`config.mk`:
```
export PLATFORM = sky130hd
export DESIGN_NAME = if_fetch_unit
export DESIGN_NICKNAME = d
export VERILOG_FILES = /design/src/rtl/if_fetch_unit_pkg.sv /design/src/rtl/if_inst_queue.sv /design/src/rtl/if_fetch_unit.sv
export SDC_FILE = /design/constraint.sdc
export NUM_CORES = 1
export LEC_CHECK = 0
export CORE_MARGIN = 2
export CORE_UTILIZATION = 50
export CTS_CLUSTER_DIAMETER = 150
export DETAILED_ROUTE_END_ITERATION = 16
export DONT_BUFFER_PORTS = 1
export RECOVER_POWER = 100
export SLEW_MARGIN = 25
export SYNTH_ARGS = -nofsm -noshare
export SYNTH_HDL_FRONTEND = slang
export SYNTH_HIERARCHICAL = 1
export SYNTH_SLANG_ARGS = --single-unit
```
`constraint.sdc`:
```
create_clock -name clk_in -period 4.65 [get_ports clk_in]
set_clock_uncertainty 0.2 [all_clocks]
set_input_delay 1.1625 -clock clk_in [delete_from_list [all_inputs] [get_ports clk_in]]
set_output_delay 1.1625 -clock clk_in [all_outputs]
set_load 0.02 [all_outputs]
```
`src/rtl/if_fetch_unit_pkg.sv`:
```
// Shared encodings and types for the instruction-fetch stage.
package if_fetch_unit_pkg;

  // Memory-controller request op encodings
  localparam logic [1:0] MEM_NOP  = 2'b00;
  localparam logic [1:0] MEM_LOAD = 2'b01;
  localparam logic [1:0] MEM_SAVE = 2'b10;

  // Memory-controller request length encodings
  localparam logic [1:0] MEM_BYTE = 2'b00;
  localparam logic [1:0] MEM_HALF = 2'b01;
  localparam logic [1:0] MEM_WORD = 2'b10;

  localparam logic [31:0] ZERO_WORD   = 32'h0000_0000;
  localparam logic [31:0] IF_RESET_PC = 32'h0000_0000;

  // Fetch control states: FLUSH lasts one cycle after every redirect
  typedef enum logic {
    ST_RUN   = 1'b0,
    ST_FLUSH = 1'b1
  } fetch_state_e;

  // One queue entry: instruction word tagged with its PC
  typedef struct packed {
    logic [31:0] pc;
    logic [31:0] inst;
  } inst_entry_t;

endpackage

```
`src/rtl/if_inst_queue.sv`:
```
// Small synchronous instruction FIFO with flush and registered head outputs.
// The head registers always mirror the entry at the next head pointer, so
// the outputs carry no combinational path from push data.
module if_inst_queue
  import if_fetch_unit_pkg::*;
#(
  parameter int QDEPTH = 2
) (
  input  logic        clk_in,
  input  logic        rst_n_in,
  input  logic        push,
  input  logic        pop,
  input  logic        flush,
  input  logic [31:0] push_pc,
  input  logic [31:0] push_inst,
  output logic        full,
  output logic        empty,
  output logic        head_valid,
  output logic [31:0] head_pc,
  output logic [31:0] head_inst
);

  localparam int AW = $clog2(QDEPTH);
  localparam int CW = AW + 1;
  localparam logic [CW-1:0] DEPTH_C = CW'(QDEPTH);

  inst_entry_t   mem_r [QDEPTH];
  logic [AW-1:0] head_r, tail_r, head_nxt_s, tail_nxt_s;
  logic [CW-1:0] count_r, count_nxt_s;
  logic          pop_s, push_s;
  inst_entry_t   push_entry_s, head_data_nxt_s, head_data_r;
  logic          head_valid_r;

  assign full         = (count_r == DEPTH_C);
  assign empty        = (count_r == '0);
  assign head_valid   = head_valid_r;
  assign head_pc      = head_data_r.pc;
  assign head_inst    = head_data_r.inst;
  assign push_entry_s = '{pc: push_pc, inst: push_inst};

  // Next pointers/count; flush overrides any push or pop in the same cycle
  always_comb begin
    pop_s           = pop & ~empty & ~flush;
    push_s          = push & ~flush & (~full | pop_s);
    head_nxt_s      = head_r;
    tail_nxt_s      = tail_r;
    count_nxt_s     = count_r;
    if (flush) begin
      head_nxt_s  = '0;
      tail_nxt_s  = '0;
      count_nxt_s = '0;
    end else begin
      if (pop_s) begin
        head_nxt_s = head_r + AW'(1'b1);
      end else begin
        head_nxt_s = head_r;
      end
      if (push_s) begin
        tail_nxt_s = tail_r + AW'(1'b1);
      end else begin
        tail_nxt_s = tail_r;
      end
      case ({push_s, pop_s})
        2'b10:   count_nxt_s = count_r + CW'(1'b1);
        2'b01:   count_nxt_s = count_r - CW'(1'b1);
        default: count_nxt_s = count_r;
      endcase
    end
    // A push landing in the slot that becomes head must bypass into the head regs
    if (push_s && (tail_r == head_nxt_s)) begin
      head_data_nxt_s = push_entry_s;
    end else begin
      head_data_nxt_s = mem_r[head_nxt_s];
    end
  end

  // Storage, pointers and registered head outputs
  always_ff @(posedge clk_in or negedge rst_n_in) begin
    if (!rst_n_in) begin
      for (int i = 0; i < QDEPTH; i++) begin
        mem_r[i] <= '0;
      end
      head_r       <= '0;
      tail_r       <= '0;
      count_r      <= '0;
      head_valid_r <= 1'b0;
      head_data_r  <= '0;
    end else begin
      if (push_s) begin
        mem_r[tail_r] <= push_entry_s;
      end
      head_r       <= head_nxt_s;
      tail_r       <= tail_nxt_s;
      count_r      <= count_nxt_s;
      head_valid_r <= (count_nxt_s != '0);
      head_data_r  <= head_data_nxt_s;
    end
  end

endmodule

```
`src/rtl/if_fetch_unit.sv`:
```
// Instruction-fetch stage: owns the fetch PC, qualifies controller responses
// on their rising edge, queues fetched words toward decode and handles redirects.
module if_fetch_unit
  import if_fetch_unit_pkg::*;
#(
  parameter logic [31:0] RESET_PC = IF_RESET_PC,
  parameter int          QDEPTH   = 2
) (
  input  logic        clk_in,
  input  logic        rst_n_in,
  input  logic        rdy_in,
  input  logic        jmp_in,
  input  logic [31:0] jmp_target,
  output logic [1:0]  IF_op,
  output logic [1:0]  IF_len,
  output logic [31:0] IF_addr,
  input  logic        IF_rdy,
  input  logic [31:0] IF_out,
  input  logic        id_ready,
  output logic        inst_valid,
  output logic [31:0] inst,
  output logic [31:0] inst_pc
);

  fetch_state_e state_r, state_nxt_s;
  logic [31:0]  fetch_pc_r;
  logic         rdy_q_r;
  logic         redirect_s, pop_s, accept_s;
  logic         q_full_s, q_empty_s;

  assign IF_op   = MEM_LOAD;
  assign IF_len  = MEM_WORD;
  assign IF_addr = fetch_pc_r;

  // Redirect, pop and response-accept qualification plus next control state
  always_comb begin
    redirect_s = rdy_in & jmp_in;
    pop_s      = rdy_in & ~q_empty_s & id_ready & ~jmp_in;
    accept_s   = rdy_in & IF_rdy & ~rdy_q_r & ~jmp_in & (state_r == ST_RUN)
               & (~q_full_s | pop_s);
    state_nxt_s = state_r;
    case (state_r)
      ST_RUN, ST_FLUSH: begin
        if (redirect_s) begin
          state_nxt_s = ST_FLUSH;
        end else if (rdy_in) begin
          state_nxt_s = ST_RUN;
        end else begin
          state_nxt_s = state_r;
        end
      end
      default: state_nxt_s = ST_RUN;
    endcase
  end

  // Control state register
  always_ff @(posedge clk_in or negedge rst_n_in) begin
    if (!rst_n_in) begin
      state_r <= ST_RUN;
    end else begin
      state_r <= state_nxt_s;
    end
  end

  // Fetch PC: moves only on redirect or accepted word so IF_addr stays stable
  always_ff @(posedge clk_in or negedge rst_n_in) begin
    if (!rst_n_in) begin
      fetch_pc_r <= RESET_PC;
    end else if (redirect_s) begin
      fetch_pc_r <= jmp_target & 32'hFFFF_FFFC;
    end else if (accept_s) begin
      fetch_pc_r <= fetch_pc_r + 32'd4;
    end else begin
      fetch_pc_r <= fetch_pc_r;
    end
  end

  // Delayed IF_rdy for rising-edge detection, frozen while rdy_in is low
  always_ff @(posedge clk_in or negedge rst_n_in) begin
    if (!rst_n_in) begin
      rdy_q_r <= 1'b0;
    end else if (rdy_in) begin
      rdy_q_r <= IF_rdy;
    end else begin
      rdy_q_r <= rdy_q_r;
    end
  end

  if_inst_queue #(
    .QDEPTH (QDEPTH)
  ) u_queue (
    .clk_in     (clk_in),
    .rst_n_in   (rst_n_in),
    .push       (accept_s),
    .pop        (pop_s),
    .flush      (redirect_s),
    .push_pc    (fetch_pc_r),
    .push_inst  (IF_out),
    .full       (q_full_s),
    .empty      (q_empty_s),
    .head_valid (inst_valid),
    .head_pc    (inst_pc),
    .head_inst  (inst)
  );

endmodule

```
Yosys cells after proc, flatten, opt, wreduce, memory -nomap -nowiden
Index checks and enable logic that the tools add are counted.
Widths: inputs -> output; s select.
{"block": "word_totals", "regBits": 231, "input_bits": 70, "output_inout_bits": 101, "word_cells": 72}
{"block": "classes", "add_sub_neg": 5, "order_cmp": 3, "n_eq_ne": 4, "mux": 17, "bitwise": 23, "reduce_logical": 7}
{"op": "$mux 64", "count": 5}
{"op": "$bwmux 128", "count": 1}
{"op": "$demux 64 s1", "count": 1}
{"op": "$mux 32", "count": 2}
{"op": "$add 32x3->32 const B", "count": 1}
{"op": "$and 1x1->1", "count": 13}
{"op": "$reduce_bool 2->1", "count": 4}
{"op": "$mux 1", "count": 6}
{"op": "$not 1->1", "count": 6}
{"op": "$eq 2x2->1 const B", "count": 2}
{"op": "$ge 2x2->1 const B", "count": 2}
{"op": "$not 1->2", "count": 2}
{"op": "$pmux 2 s2", "count": 1}
{"op": "$add 1x1->1 const B", "count": 2}
{"op": "$add 2x1->2 const B", "count": 1}
{"op": "$eq 2x1->1 const B", "count": 1}
{"op": "$logic_and 1x1->1", "count": 2}
{"op": "$logic_not 2->1", "count": 1}
{"op": "$lt 2x1->1 const B", "count": 1}
{"op": "$mux 2", "count": 1}
{"op": "$or 1x1->1", "count": 2}
{"op": "$sub 2x1->2 const B", "count": 1}
{"op": "$eq 1x1->1", "count": 1}

Longest topological paths before layout
Gate-level depths: netlist of the first run.
{"block": "depth", "depth_word": 14, "depth_mapped": 11, "mapped_depth_nobuf": 8}

Hierarchy
The synthesis of the first run kept the hierarchy.
{"module": "if_inst_queue", "n_inst": 1, "cells_per_inst": 749, "area_per_inst_um2": 8979.9, "seq_area_each_um2": 4929.7}
{"module": "if_fetch_unit", "n_inst": 1, "cells_per_inst": 244, "area_per_inst_um2": 2105.8, "seq_area_each_um2": 800.8}

Worst setup path after synthesis of the first run
No wires, ideal clock.
{"block": "synth_path", "kind": "input to register", "from": "in IF_rdy", "to": "reg u_queue.head_data_r, in the netlist u_queue/head_inst[10]", "setup_ps": 86, "arrival_ps": 3282, "t_required_ps": 4364, "path_slack_ps": 1082, "path_stages": 10, "n_path_buf": 4, "path_cell_list": "or3b_1 -> clkbuf_2 -> a211oi_2 -> nor2b_1 -> and3_1 -> buf_6 -> buf_2 -> buf_2 -> a21oi_1 -> a32oi_1"}
{"item": "from (decl)", "line_no": "if_fetch_unit.sv:17", "text": "input logic IF_rdy,"}
{"item": "to (signal assigned)", "line_no": "if_inst_queue.sv:96", "text": "head_data_r <= head_data_nxt_s;"}
{"item": "to (decl)", "line_no": "if_inst_queue.sv:31", "text": "inst_entry_t push_entry_s, head_data_nxt_s, head_data_r;"}

Final worst setup path of the first run
{"block": "layout_path", "from": "in IF_rdy", "to": "reg u_queue/mem_r[88] in the netlist's numbering"}
{"block": "layout_between", "elab_chain_cells": 7}
{"item": "$and 1x1->1 (4 in a row)", "line_no": "if_fetch_unit.sv:39", "text": "accept_s = rdy_in & IF_rdy & ~rdy_q_r & ~jmp_in & (state_r == ST_RUN)"}
{"item": "$and 1x1->1", "line_no": "if_fetch_unit.sv:40", "text": "& (~q_full_s | pop_s);"}
{"item": "via accept_s", "line_no": "if_fetch_unit.sv:28", "text": "logic redirect_s, pop_s, accept_s;"}
{"item": "$and 1x1->1 (2 in a row)", "line_no": "if_inst_queue.sv:44", "text": "push_s = push & ~flush & (~full | pop_s);"}
{"item": "to (signal, indexed assignment)", "line_no": "if_inst_queue.sv:90", "text": "mem_r[tail_r] <= push_entry_s;"}
{"item": "to (decl)", "line_no": "if_inst_queue.sv:27", "text": "inst_entry_t mem_r [QDEPTH];"}
The timed path passes the listed nets, and every way through them passes these cells.
A chain may end at the register's enable or synchronous reset.

==> flow_summary.json, run 1 <==
{
  "synthToLayoutAreaGrowth_pct": 8.28,
  "p_per_area_mw_per_mm2": 487,
  "htree_levels": 1,
  "nets": 1012,
  "dr_total_vias": 8314,
  "rsz0062_at_grt": "no",
  "fp.coreArea_mm2": 0.0218,
  "synth_seq_cells": 229,
  "drv_cap": 1,
  "maxSlewViolCount": 49,
  "dp.cells": 1193,
  "crit_type": "in2reg",
  "final_cell_mix": "dfrtp_1 (228), nand3_1 (143), mux2_2 (128)",
  "crit_arrival_ns": 3.96,
  "grt_pass1_vias": 8011,
  "clock_path_buffers": 3,
  "sequentialPowerShare_pct": 54.0,
  "p_clk_share_pct": 32.7,
  "yosysWarnings": 6,
  "p_sw_uw": 1790,
  "portBuffers": 0,
  "post_cts_buffers": 0,
  "post-route-period-util_pct": 80.9,
  "status": "finished, violations left",
  "crit_fanout": 28,
  "tns_ns": 0,
  "cp-endpoint": "u_queue/mem_r[88]",
  "cp_num_buf_inv": 1,
  "path_cells": "or3b_1 -> a211oi_1 -> nor2b_1 -> and3b_4 -> clkbuf_1 -> mux2_2",
  "synth_edf_count": 0,
  "die_w_um": 153,
  "synthArstFlopShare_pct": 100,
  "dp_hpwl_um": 15200,
  "power.leakage_uw": 0.00478,
  "relSlewSlack_pct": -33.0,
  "pwr-share-comb_pct": 13.3,
  "synth_cells": 993,
  "period_needed_ns": 3.76,
  "fp-row-count": 54,
  "grt_max_degree": 230,
  "worstSkewPairLatency_ns": 0.52,
  "cts.repair.resized": 0,
  "vdd_drop_max_mv": 0.257,
  "synth_area_mm2": 0.0111,
  "switching_share_pct": 30.6,
  "worst_pin_slew_ns": 1.99,
  "cpPeakStageDelay_ns": 0.71,
  "end_kind": "flop",
  "synth_cell_types": 55,
  "hold_viol_final": 0,
  "route.detailed.wl_per_inst_um": 21.9,
  "path_depth": 6,
  "grt_first_pass_wirelength_um": 44500,
  "path_clk_slew_ns": 0.05,
  "cts_buffers": 26,
  "hp-class": "in2async",
  "post_route_cells_drive_above_1_share_pct": 20.3,
  "whs_ns": 0.141,
  "ioPinCount": 171,
  "yosysSeqAreaShare_pct": 51.7,
  "ant_nets": 0,
  "internal-power_uw": 4060,
  "final_cells": 1237,
  "startpoint": "IF_rdy",
  "slowest_stage": "clkbuf_1",
  "setup_violations": 0,
  "cts_root_buf": "clkbuf_16",
  "antenna_found_initial": 0,
  "fmax_mhz": 266,
  "chipHeight_um": 153,
  "violations": "capacitance limit, slew limit",
  "drt_iter0_drc": 709,
  "grt.overflow.total": 0,
  "r2r_slack_ns": 1.11,
  "reg2reg_to": "u_queue/mem_r[88]",
  "required_ns": 4.84,
  "grt_use_total_pct": 22.8,
  "drc_errors": 0,
  "n_antenna_cell": 0,
  "cts_hold_buf": 0,
  "design.die.area_mm2": 0.0234,
  "start_kind": "input port",
  "vias_per_cell": 6.72,
  "start_util_pct": 50.8,
  "avgSynthCellArea_um2": 11.2,
  "cts_tree": "built",
  "finalWeightedCongestion": 0.764,
  "r2r_cells": 6,
  "r2r_start": "rdy_q_r",
  "cts_sinks": 229,
  "synth_flop_cell": "dfrtp_1",
  "final_common_cell": "dfrtp_1",
  "wl_um": 27100,
  "drt_first_pass_iters": 7,
  "cp_top_family": "simple AND/OR/NAND/NOR gates"
}
==> per-layer routing <==
metal / vias up / part of all wire, % / track usage [%]
met5: - / 0 / 0
met4: 0 / 1.2 / 4.81
met3: 31 / 6.7 / 4.59
met2: 296 / 46 / 35.0
met1: 4228 / 46 / 33.8
li1: 3759 / - / -
==> how the worst min path moves through the flow <==
stage                     slack (ns)                    to  cells after the start                from
after global routing            0.12  u_queue/head_inst[9]                      0            rst_n_in
final                           0.14  u_queue/head_inst[9]                      0            rst_n_in
after CTS                       0.12     u_queue/mem_r[73]                      0            rst_n_in
after global placement          0.28    u_queue/mem_r[105]                      1  u_queue/mem_r[105]
after detailed placement        0.28     u_queue/mem_r[41]                      1   u_queue/mem_r[41]
after floorplan                 0.27    u_queue/mem_r[105]                      1  u_queue/mem_r[105]
==> per-stage QoR <==
| stage | power, uW | instance area, um2 | utilization (%) | setup slack [ns] |
|---|---|---|---|---|
| after floorplan | 3730 | 11100 | - | 1.08 |
| after global placement | 3930 | 11200 | 51.5 | 0.834 |
| after detailed placement | 3970 | 11200 | 51.5 | 0.798 |
| after CTS | 5900 | 12000 | 55.2 | 1.34 |
| after global routing | 6150 | 12000 | 55.0 | 0.701 |
| final | 5850 | 12000 | 55.0 | 0.887 |
==> Yosys cell counts (all sizes together), types with 9 or more instances <==
library cell	n	area, um2
a21oi	66	330
a31oi	23	144
a32oi	63	552
buf	53	295
clkbuf	54	206
dfrtp	229	5730
mux2	130	1470
nand2	18	67.6
nand3	143	716
nor2	28	105
o21ai	9	45.0
o31ai	17	128
o32ai	63	552
or4	21	158
==> power by group through the flow <==
stage / Sequential (uW) / Clock [uW] / Combinational, uW
after floorplan: 3050 / 0 / 676
after global placement: 3180 / 0 / 747
after detailed placement: 3200 / 0 / 774
after CTS: 3160 / 1960 / 777
after global routing: 3220 / 2050 / 882
final: 3160 / 1910 / 777
==> kinds of logic (layout without fill, tap and decap cells) <==
family | after synthesis | in the layout | synth area share, %
AOI/OAI and AO/OA | 262 | 262 | 17.5
xor gates and xnor gates | 5 | 5 | 0.463
adders and majority gates | 1 | 1 | 0.113
buffers and inverters | 112 | 64 | 4.71
DFF | 229 | 229 | 51.7
muxes | 132 | 132 | 13.5
other | 2 | 14 | 0.0677
and+or+nand+nor | 250 | 250 | 12.0
==> cell type report <==
| type | instances | area (um2) |
|---|---|---|
| well taps | 280 | 350 |
| flip-flops and latches | 229 | 5730 |
| clock inverters | 6 | 32.5 |
| clock buffers | 38 | 767 |
| fillers | 1885 | 9820 |
| inverters | 5 | 21.3 |
| repair buffers | 15 | 199 |
| multi-input cells | 664 | 4900 |
==> worst register-to-register path: stages, from the launching register on <==
cell and delay (ns):
dfrtp_1 0.38, or3b_1 0.47, a211oi_1 0.23, nor2b_1 0.35
and3b_4 0.64, clkbuf_1 0.73, mux2_2 0.42
==> sequential cells by signal (all words and copies together), names as in the netlist <==
register and count:
IF_addr 30, u_queue/tail_r 1, u_queue/head_inst 32, state_r 1, rdy_q_r 1, u_queue/head_r 1, u_queue/count_r 2, u_queue/head_pc 32
u_queue/mem_r 128, u_queue/head_valid 1
Power figures use the tool's default switching activity.
==> inputs of run 2 (changes only) <==
PLACE_DENSITY = 0.68   (was not set)
clock period = 3.35 ns   (was 4.65 ns; I/O delays follow)
==> run 2 against run 1 <==
Compared with the run above: critical path type is now reg2reg; power is 43% higher; the flow finishes with violations (hold timing, capacitance limit, slew limit); die area stayed put; sequential power is 38% higher; combinational power is 45% higher.
==> flow_summary.json, run 2 (synthesized netlist as in run 1, its figures left out) <==
{
  "r2r_cells": 8,
  "startpoint": "u_queue/count_r[1]",
  "path_cells": "nor2_1 -> nand2b_1 -> nor2_1 -> clkbuf_1 -> or3b_1 -> and3_1 -> mux2_1 -> mux2_2",
  "vias_per_cell": 6.71,
  "cts_buffers": 26,
  "finalWeightedCongestion": 0.741,
  "setup_violations": 0,
  "fp.coreArea_mm2": 0.0218,
  "fp-row-count": 54,
  "portBuffers": 0,
  "grt_use_total_pct": 22.8,
  "dp_hpwl_um": 15900,
  "relSlewSlack_pct": -34.0,
  "final_cell_mix": "dfrtp_1 (228), nand3_1 (143), mux2_2 (128)",
  "wl_um": 27200,
  "n_antenna_cell": 0,
  "crit_arrival_ns": 3.11,
  "ioPinCount": 171,
  "post-route-period-util_pct": 87.0,
  "required_ns": 3.54,
  "power.leakage_uw": 0.00491,
  "violations": "hold timing, capacitance limit, slew limit",
  "post_cts_buffers": 0,
  "antenna_found_initial": 0,
  "ant_nets": 0,
  "post_route_cells_drive_above_1_share_pct": 21.1,
  "fillCellCount": 1833,
  "rsz0062_at_grt": "no",
  "maxSlewViolCount": 49,
  "fin_util_pct": 56.2,
  "cpPeakStageDelay_ns": 0.45,
  "final_common_cell": "dfrtp_1",
  "drt_first_pass_iters": 5,
  "crit_type": "reg2reg",
  "start_kind": "flop",
  "r2r_start": "u_queue/count_r[1]",
  "grt.overflow.total": 0,
  "p_per_area_mw_per_mm2": 683,
  "grt_first_pass_wirelength_um": 44200,
  "start_util_pct": 50.8,
  "die_w_um": 153,
  "nets": 1029,
  "end_kind": "flop",
  "largest_reg_flops": 128,
  "route.detailed.wl_per_inst_um": 21.7,
  "reg2reg_to": "u_queue/head_pc[9]",
  "worstSkewPairLatency_ns": 0.52,
  "r2r_slack_ns": 0.44,
  "power_uw": 8380,
  "design.die.area_mm2": 0.0234,
  "cts_sinks": 229,
  "cts.repair.resized": 0,
  "crit_fanout": 8,
  "chipHeight_um": 153,
  "cts_tree": "built",
  "tns_ns": 0,
  "grt_max_degree": 230,
  "slowest_stage": "dfrtp_1",
  "regArea_mm2": 0.00573,
  "final_cells": 1255,
  "cts_root_buf": "clkbuf_16",
  "clock_path_buffers": 3,
  "dr_total_vias": 8424,
  "drt_iter0_drc": 596,
  "hold_viol_final": 229,
  "status": "finished, violations left",
  "top_register": "u_queue/mem_r",
  "vdd_drop_max_mv": 0.332,
  "path_clk_slew_ns": 0.06,
  "period_needed_ns": 2.91,
  "hp-class": "in2async",
  "synthToLayoutAreaGrowth_pct": 10.7,
  "drc_errors": 0,
  "dp.cells": 1210,
  "htree_levels": 1,
  "multi_input_area_mm2": 0.00491,
  "whs_ns": -0.182,
  "drv_cap": 1,
  "worst_pin_slew_ns": 2.01,
  "cpMostUsedCell": "nor2_1",
  "fmax_mhz": 343,
  "grt_pass1_vias": 8237
}
==> run 2: changes by cell type in the layout (fill, tap and decap cells not counted), sizes merged <==
cell	delta
buf	+13
bufinv	+4
clkinv	+3
clkbuf	-1
clkinvlp	-1
==> run 2: how the worst max path moves through the flow <==
stage,endpoint,slack (ns)
detailed placement,u_queue/mem_r[60],0.31
global route,u_queue/head_valid,0.21
CTS,u_queue/head_pc[9],0.60
global placement,u_queue/mem_r[56],0.34
floorplan,u_queue/head_inst[10],0.11
finish,u_queue/head_pc[9],0.44
==> run 2: power breakdown <==
| part | switching (uW) | total [uW] | internal, uW |
|---|---|---|---|
| Clock | 1100 | 2890 | 1790 |
| Combinational | 503 | 1130 | 629 |
| Sequential | 915 | 4360 | 3440 |
| Total | 2520 | 8380 | 5860 |
==> run 2: cell type report <==
cell class / count / share of cell area [%]
clock buffer: 33 / 5.77
tap: 280 / 2.85
sequential: 229 / 46.7
inverter: 5 / 0.173
clock inverter: 12 / 1.30
timing repair buffer: 32 / 3.24
multi-input combinational: 664 / 40.0
==> run 2: routing by layer <==
| layer | vias up | part of all wire [%] | track usage, % |
|---|---|---|---|
| li1 | 3797 | - | - |
| met1 | 4251 | 44 | 31.8 |
| met2 | 334 | 46 | 36.3 |
| met3 | 42 | 7.7 | 4.73 |
| met4 | 0 | 1.8 | 6.35 |
| met5 | - | 0 | 0 |
==> run 2: stage by stage <==
| step | hold WS [ns] | instance area (um2) | setup slack [ns] |
|---|---|---|---|
| 2_1_floorplan | 0.265 | 11100 | 0.107 |
| 4_1_cts | -0.211 | 12300 | 0.601 |
| 3_3_place_gp | 0.276 | 11500 | 0.337 |
| 6_report | -0.182 | 12300 | 0.436 |
| 3_5_place_dp | 0.283 | 11500 | 0.315 |
| 5_1_grt | -0.208 | 12300 | 0.208 |
==> run 2: worst max-delay path, delay by kind of cell (launching register included) <==
| family | cells | cell delay, ns |
|---|---|---|
| mux | 2 | 0.66 |
| flops | 1 | 0.45 |
| simple gates | 5 | 1.33 |
| buf+inv | 1 | 0.15 |
